File: src/rtl/decimator_pkg.sv
// Shared types and width helpers for the multichannel decimator.
// Output slot state encoding and derived-width functions live here.
package decimator_pkg;

   typedef enum logic {
      SLOT_EMPTY = 1'b0,
      SLOT_FULL  = 1'b1
   } slot_state_e;

   function automatic int unsigned dec_ch_width(input int unsigned n_channels);
      return (n_channels > 1) ? 32'($clog2(n_channels)) : 32'd1;
   endfunction

   function automatic int unsigned dec_cnt_width(input int unsigned decimation);
      return 32'($clog2(decimation));
   endfunction

endpackage

File: src/rtl/decimator_acc_bank.sv
// Per-channel accumulator and beat counter storage for the decimator.
// Reports completion and the completed sum combinationally for the addressed channel.
module decimator_acc_bank
   import decimator_pkg::*;
#(
   parameter int unsigned DATA_WIDTH = 16,
   parameter int unsigned N_CHANNELS = 4,
   parameter int unsigned DECIMATION = 8,
   localparam int unsigned CH_WIDTH  = dec_ch_width(N_CHANNELS),
   localparam int unsigned CNT_WIDTH = dec_cnt_width(DECIMATION),
   localparam int unsigned ACC_WIDTH = DATA_WIDTH + CNT_WIDTH
) (
   input  logic                         clk,
   input  logic                         rst_n,
   input  logic                         clear,
   input  logic                         beat_valid,
   input  logic [CH_WIDTH-1:0]          beat_dest,
   input  logic signed [DATA_WIDTH-1:0] beat_data,
   output logic                         done_c,
   output logic signed [ACC_WIDTH-1:0]  sum_c
);

   logic signed [ACC_WIDTH-1:0] acc [N_CHANNELS];
   logic [CNT_WIDTH-1:0]        cnt [N_CHANNELS];
   logic signed [ACC_WIDTH-1:0] acc_sel;
   logic [CNT_WIDTH-1:0]        cnt_sel;
   logic [ACC_WIDTH-1:0]        data_ext;

   // Read mux for the addressed channel
   always_comb begin
      acc_sel = '0;
      cnt_sel = '0;
      for (int unsigned i = 0; i < N_CHANNELS; i++) begin
         if (beat_dest == CH_WIDTH'(i)) begin
            acc_sel = acc[i];
            cnt_sel = cnt[i];
         end
      end
   end

   assign data_ext = {{CNT_WIDTH{beat_data[DATA_WIDTH-1]}}, beat_data};
   assign sum_c    = acc_sel + data_ext;
   assign done_c   = beat_valid && (cnt_sel == CNT_WIDTH'(DECIMATION - 1));

   // A completing beat restarts its channel from zero
   always_ff @(posedge clk or negedge rst_n) begin
      if (!rst_n) begin
         for (int unsigned i = 0; i < N_CHANNELS; i++) begin
            acc[i] <= '0;
            cnt[i] <= '0;
         end
      end else if (clear) begin
         for (int unsigned i = 0; i < N_CHANNELS; i++) begin
            acc[i] <= '0;
            cnt[i] <= '0;
         end
      end else if (beat_valid) begin
         for (int unsigned i = 0; i < N_CHANNELS; i++) begin
            if (beat_dest == CH_WIDTH'(i)) begin
               if (done_c) begin
                  acc[i] <= '0;
                  cnt[i] <= '0;
               end else begin
                  acc[i] <= sum_c;
                  cnt[i] <= cnt[i] + CNT_WIDTH'(1);
               end
            end
         end
      end
   end

endmodule

File: src/rtl/multichannel_decimator.sv
// Multichannel decimating accumulator: sums DECIMATION samples per channel, emits mean or sum.
// Optional macro DECIMATOR_ROUNDING_EN makes the mean round half up instead of flooring.
module multichannel_decimator
   import decimator_pkg::*;
#(
   parameter int unsigned DATA_WIDTH = 16,
   parameter int unsigned N_CHANNELS = 4,
   parameter int unsigned DECIMATION = 8,
   parameter int unsigned AVERAGE    = 1,
   localparam int unsigned CH_WIDTH  = dec_ch_width(N_CHANNELS),
   localparam int unsigned CNT_WIDTH = dec_cnt_width(DECIMATION),
   localparam int unsigned ACC_WIDTH = DATA_WIDTH + CNT_WIDTH
) (
   input  logic                         clk,
   input  logic                         rst_n,
   input  logic                         in_valid,
   output logic                         in_ready,
   input  logic signed [DATA_WIDTH-1:0] in_data,
   input  logic [CH_WIDTH-1:0]          in_dest,
   input  logic                         clear,
   output logic                         out_valid,
   input  logic                         out_ready,
   output logic signed [ACC_WIDTH-1:0]  out_data,
   output logic [CH_WIDTH-1:0]          out_dest,
   output logic                         dest_error
);

   slot_state_e                 state;
   slot_state_e                 state_d;
   logic                        accept_c;
   logic                        in_range_c;
   logic                        beat_valid_c;
   logic                        done_c;
   logic                        load_c;
   logic signed [ACC_WIDTH-1:0] sum_c;
   logic signed [ACC_WIDTH-1:0] result_c;

   assign in_ready     = !out_valid || out_ready;
   assign accept_c     = in_valid && in_ready;
   assign in_range_c   = 32'(in_dest) < N_CHANNELS;
   assign beat_valid_c = accept_c && in_range_c && !clear;

   decimator_acc_bank #(
      .DATA_WIDTH (DATA_WIDTH),
      .N_CHANNELS (N_CHANNELS),
      .DECIMATION (DECIMATION)
   ) u_acc_bank (
      .clk        (clk),
      .rst_n      (rst_n),
      .clear      (clear),
      .beat_valid (beat_valid_c),
      .beat_dest  (in_dest),
      .beat_data  (in_data),
      .done_c     (done_c),
      .sum_c      (sum_c)
   );

   // Result scaling; the sum has headroom for the rounding bias
   generate
      if (AVERAGE != 0) begin : g_avg
`ifdef DECIMATOR_ROUNDING_EN
         localparam logic [ACC_WIDTH-1:0] HALF_LSB = ACC_WIDTH'(DECIMATION / 2);
         logic signed [ACC_WIDTH-1:0] biased_c;
         assign biased_c = sum_c + HALF_LSB;
         assign result_c = biased_c >>> CNT_WIDTH;
`else
         assign result_c = sum_c >>> CNT_WIDTH;
`endif
      end else begin : g_sum
         assign result_c = sum_c;
      end
   endgenerate

   always_ff @(posedge clk or negedge rst_n) begin
      if (!rst_n) begin
         state <= SLOT_EMPTY;
      end else begin
         state <= state_d;
      end
   end

   // Output slot: a completion always loads; drain only when no new result arrives
   always_comb begin
      state_d = state;
      load_c  = 1'b0;
      case (state)
         SLOT_EMPTY: begin
            if (done_c) begin
               state_d = SLOT_FULL;
               load_c  = 1'b1;
            end
         end
         SLOT_FULL: begin
            if (done_c) begin
               state_d = SLOT_FULL;
               load_c  = 1'b1;
            end else if (out_ready) begin
               state_d = SLOT_EMPTY;
            end
         end
         default: state_d = SLOT_EMPTY;
      endcase
   end

   assign out_valid = (state == SLOT_FULL);

   always_ff @(posedge clk or negedge rst_n) begin
      if (!rst_n) begin
         out_data <= '0;
         out_dest <= '0;
      end else if (load_c) begin
         out_data <= result_c;
         out_dest <= in_dest;
      end
   end

   always_ff @(posedge clk or negedge rst_n) begin
      if (!rst_n) begin
         dest_error <= 1'b0;
      end else if (accept_c && !in_range_c) begin
         dest_error <= 1'b1;
      end
   end

endmodule

File: config.mk
export PLATFORM = sky130hd
export DESIGN_NAME = multichannel_decimator
export DESIGN_NICKNAME = d
export VERILOG_FILES = /design/src/rtl/decimator_pkg.sv /design/src/rtl/decimator_acc_bank.sv /design/src/rtl/multichannel_decimator.sv
export SDC_FILE = /design/constraint.sdc
export NUM_CORES = 1
export LEC_CHECK = 0
export CAP_MARGIN = 20
export CORE_MARGIN = 2
export CORE_UTILIZATION = 33
export DETAILED_ROUTE_END_ITERATION = 6
export REMOVE_ABC_BUFFERS = 1
export SYNTH_ARGS = -nofsm -noshare
export SYNTH_HDL_FRONTEND = slang
export SYNTH_SLANG_ARGS = --single-unit
export TNS_END_PERCENT = 20
File: constraint.sdc
create_clock -name clk -period 3.95 [get_ports clk]
set_input_delay 0.5925 -clock clk [delete_from_list [all_inputs] [get_ports clk]]
set_output_delay 0.5925 -clock clk [all_outputs]
set_load 0.02 [all_outputs]
==> impl_metrics.env, run 1 <==
export IMPL_syn_inst=662
export IMPL_pwr_share_clk=0.341
export IMPL_ant_nets=0
export IMPL_use_met1=0.254
export IMPL_root_buffer="clkbuf_16"
export IMPL_vdd_ir_drop_max_mv=0.210
export IMPL_startpoint_type="input port"
export IMPL_synth_top_area_share=0.432
export IMPL_cp_cell_sequence="clkdlybuf4s50_1 > buf_12 > mux4_2 > ha_1 > fa_1 > nand3_1 > nand2_1 > a31oi_1 > nor2_1 > o311ai_0 > buf_4 > o21ai_0"
export IMPL_clock_latency_ns=0.37
export IMPL_synthToLayoutAreaGrowth_pct=17.2
export IMPL_max_stage_delay_ns=0.51
export IMPL_drive_above_1_share=0.116
export IMPL_setup_tns_ns=0
export IMPL_postCtsSetupRepairBufs=0
export IMPL_finalHoldViolCount=0
export IMPL_syn_cell_area_um2=6190
export IMPL_crit_type="input port to register"
export IMPL_diodes=0
export IMPL_numCtsBuffers=9
export IMPL_antenna_found_initial=0
export IMPL_wl_mm=17.3
export IMPL_core_area_um2=18600
export IMPL_fmaxAchievable_ghz=0.293
export IMPL_synth_area_leaders="dfrtp_1 43%, mux4_2 6.9%, nand3_1 6.9%, o21ai_0 5.3%, nand2_1 5.2%"
export IMPL_worstPathRequired_ns=4.17
export IMPL_leakage_nw=3.06
export IMPL_netSwitchingFraction=0.321
export IMPL_maxCapViolations=0
export IMPL_die_area_um2=19900
export IMPL_grt_most_used_layer="met2"
export IMPL_setup_viol=0
export IMPL_cts_htree_levels=3
export IMPL_track_usage=0.180
export IMPL_worst_slew_pin_transition_ns=0.923
export IMPL_wl_per_cell_um=18.5
export IMPL_avgSynthCellArea_um2=9.35
export IMPL_routabilityCongestion=0.844
export IMPL_period_needed_ns=3.41
export IMPL_p_int_mw=1.89
export IMPL_crit_fanout=20
export IMPL_power_density_nw_per_um2=383
export IMPL_switchingPower_uw=892
export IMPL_dp_hpwl_mm=11.8
export IMPL_grt_pass1_vias=5080
export IMPL_cp_arrival_ns=3.63
export IMPL_power_frac_seq=0.441
export IMPL_dr_total_vias=5186
export IMPL_grt_max_degree=68
export IMPL_status="completed"
export IMPL_dp_cells=917
export IMPL_path_delay_family="buffers and inverters"
export IMPL_cts_sinks=107
export IMPL_ctsResizeCount=0
export IMPL_ctsHoldBuffers=0
export IMPL_end_kind="register"
export IMPL_layoutNonFillerInstCount=933
export IMPL_synth_most_common_cell="dfrtp_1"
export IMPL_grt_remaining_overflow=0
export IMPL_ys_warnings_count=0
export IMPL_synth_edf_count=0
export IMPL_grtUsageMet3=0.0391
export IMPL_path_buf_inv=3
export IMPL_grt_setup_unrepaired="false"
export IMPL_pwr_share_comb=0.219
export IMPL_synth_common_cells="107 x dfrtp_1, 85 x nand2_1, 85 x nand3_1"
export IMPL_r2r_slack_ns=0.95
export IMPL_hold_path_class="input port to async pin"
export IMPL_cts_tree="built"
export IMPL_firstDrtPassIters=5
export IMPL_ys_dominant_reg_cell="dfrtp_1"
export IMPL_nNetsFinal=740
export IMPL_grt_pass1_wl_mm=28.1
export IMPL_fin_crit_sh=0.864
export IMPL_maxSlewViolCount=0
export IMPL_io_pins=47
export IMPL_drtIter0Drc=389
export IMPL_max_slew_margin=0.384
export IMPL_yosysSeqAreaShare=0.432
export IMPL_yosysTopAreaCell="dfrtp_1"
export IMPL_path_clk_slew_ns=0.08
export IMPL_synth_cell_type_count=61
export IMPL_r2r_start="u_acc_bank.acc[0]"
export IMPL_vias_per_cell=5.56
export IMPL_numPortBuffers=45
export IMPL_r2r_end="u_acc_bank.acc[65]"
export IMPL_rr_worst_depth=10
export IMPL_dieHeight_um=141
export IMPL_clk_path_buf_depth=2
export IMPL_slowest_stage="clkdlybuf4s50_1"
export IMPL_finClkSkew_ns=0.0134
export IMPL_drc=0
export IMPL_start_util=0.333
export IMPL_grt_use_met2=0.288
export IMPL_async_flop_share=1.00
export IMPL_die_width_um=141
export IMPL_synth_seq_cells=107
export IMPL_rows=50
==> power groups by stage <==
stage / combinational, mW / clock [mW] / sequential, mW
floorplan: 0.251 / 0 / 1.31
global placement: 0.607 / 0 / 1.25
detailed placement: 0.610 / 0 / 1.25
finish: 0.607 / 0.947 / 1.23
global route: 0.666 / 1.01 / 1.24
CTS: 0.612 / 0.970 / 1.23
==> metal layers <==
layer,up-vias,wire [um]
met3,15,823
li1,2491,-
met4,0,188
met5,-,0
met2,126,8200
met1,2554,8040
==> area by class of cell <==
class	count	area [um2]
flip-flops and latches	107	2680
repair buffers	77	716
well taps	234	293
clock buffers	9	225
fillers	1858	11300
clock inverters	7	86.3
multi-input cells	493	3240
inverters	6	22.5
==> cell usage in the layout (no fill, tap or decap), types with 10 or more instances in the layout <==
| cell | netlist | routed |
|---|---|---|
| nand2_1 | 85 | 85 |
| ha_1 | 22 | 22 |
| o211ai_1 | 17 | 17 |
| buf_4 | 5 | 30 |
| clkdlybuf4s50_1 | 0 | 42 |
| mux4_2 | 19 | 19 |
| nor3_1 | 14 | 14 |
| dfrtp_1 | 107 | 107 |
| xnor2_1 | 10 | 10 |
| nand3_1 | 85 | 85 |
| a21oi_1 | 37 | 37 |
| nor2_1 | 25 | 25 |
| o21ai_0 | 66 | 66 |
==> kinds of logic after synthesis <==
| logic type | Yosys count | share of synthesized area |
|---|---|---|
| AOI/OAI and AO/OA | 163 | 0.168 |
| and+or+nand+nor | 271 | 0.215 |
| muxes | 19 | 0.0691 |
| other | 1 | 0.000606 |
| xor gates and xnor gates | 16 | 0.0226 |
| DFF | 107 | 0.432 |
| buffers and inverters | 62 | 0.0445 |
| adders and majority gates | 23 | 0.0477 |
==> worst max-delay path by stage <==
| stage | cells after the start | start | endpoint | slack, ns |
|---|---|---|---|---|
| 4_1_cts | 11 | in_dest[1] | out_data[15] | 0.59 |
| 2_1_floorplan | 6 | out_ready | out_data[14] | 0.85 |
| 5_1_grt | 11 | in_dest[1] | out_data[14] | 0.35 |
| 6_report | 12 | in_dest[1] | u_acc_bank.acc[65] | 0.54 |
| 3_3_place_gp | 12 | in_dest[1] | u_acc_bank.acc[65] | 0.24 |
| 3_5_place_dp | 11 | in_dest[1] | out_data[14] | 0.21 |
==> stage by stage <==
step	setup WS (ns)	power, mW	hold slack [ns]	util	cell area [um2]
floorplan	0.849	1.56	0.297	-	5940
global placement	0.240	1.86	0.460	0.374	6950
detailed placement	0.214	1.86	0.464	0.374	6950
CTS	0.590	2.81	0.288	0.391	7260
global route	0.354	2.91	0.314	0.391	7260
finish	0.539	2.78	0.257	0.391	7260
==> state kept, by name, summed over array words and instances (netlist names) <==
name and count:
u_acc_bank.acc 76, out_dest 2, out_data 16, u_acc_bank.cnt 12, out_valid 1
==> worst reg2reg max path: cells and delay by family, from the launching register on <==
family / cells / cell delay [ns]
buffers and inverters: 1 / 0.22
muxes: 1 / 0.47
and+or+nand+nor: 3 / 0.35
adders and majority gates: 2 / 0.66
AOI/OAI and AO/OA: 3 / 0.78
DFF: 1 / 0.39
Note: power is estimated with default switching activity, not from simulation.
==> run 2: changes to the inputs <==
--- a/config.mk
+++ b/config.mk
@@ -8,6 +8,7 @@
 export CAP_MARGIN = 20
 export CORE_MARGIN = 2
 export CORE_UTILIZATION = 33
+export CTS_CLUSTER_SIZE = 10
 export DETAILED_ROUTE_END_ITERATION = 6
 export REMOVE_ABC_BUFFERS = 1
 export SYNTH_ARGS = -nofsm -noshare
==> results of run 2 <==
No change in the layout: final DEF, timing and power equal those of run 1.
==> run 3: changes to the inputs <==
--- a/config.mk
+++ b/config.mk
@@ -5,6 +5,7 @@
 export SDC_FILE = /design/constraint.sdc
 export NUM_CORES = 1
 export LEC_CHECK = 0
+export ABC_CLOCK_PERIOD_IN_PS = 3950
 export CAP_MARGIN = 20
 export CORE_MARGIN = 2
 export CORE_UTILIZATION = 33
==> results of run 3 <==
No change in the layout: final DEF, timing and power equal those of run 1.
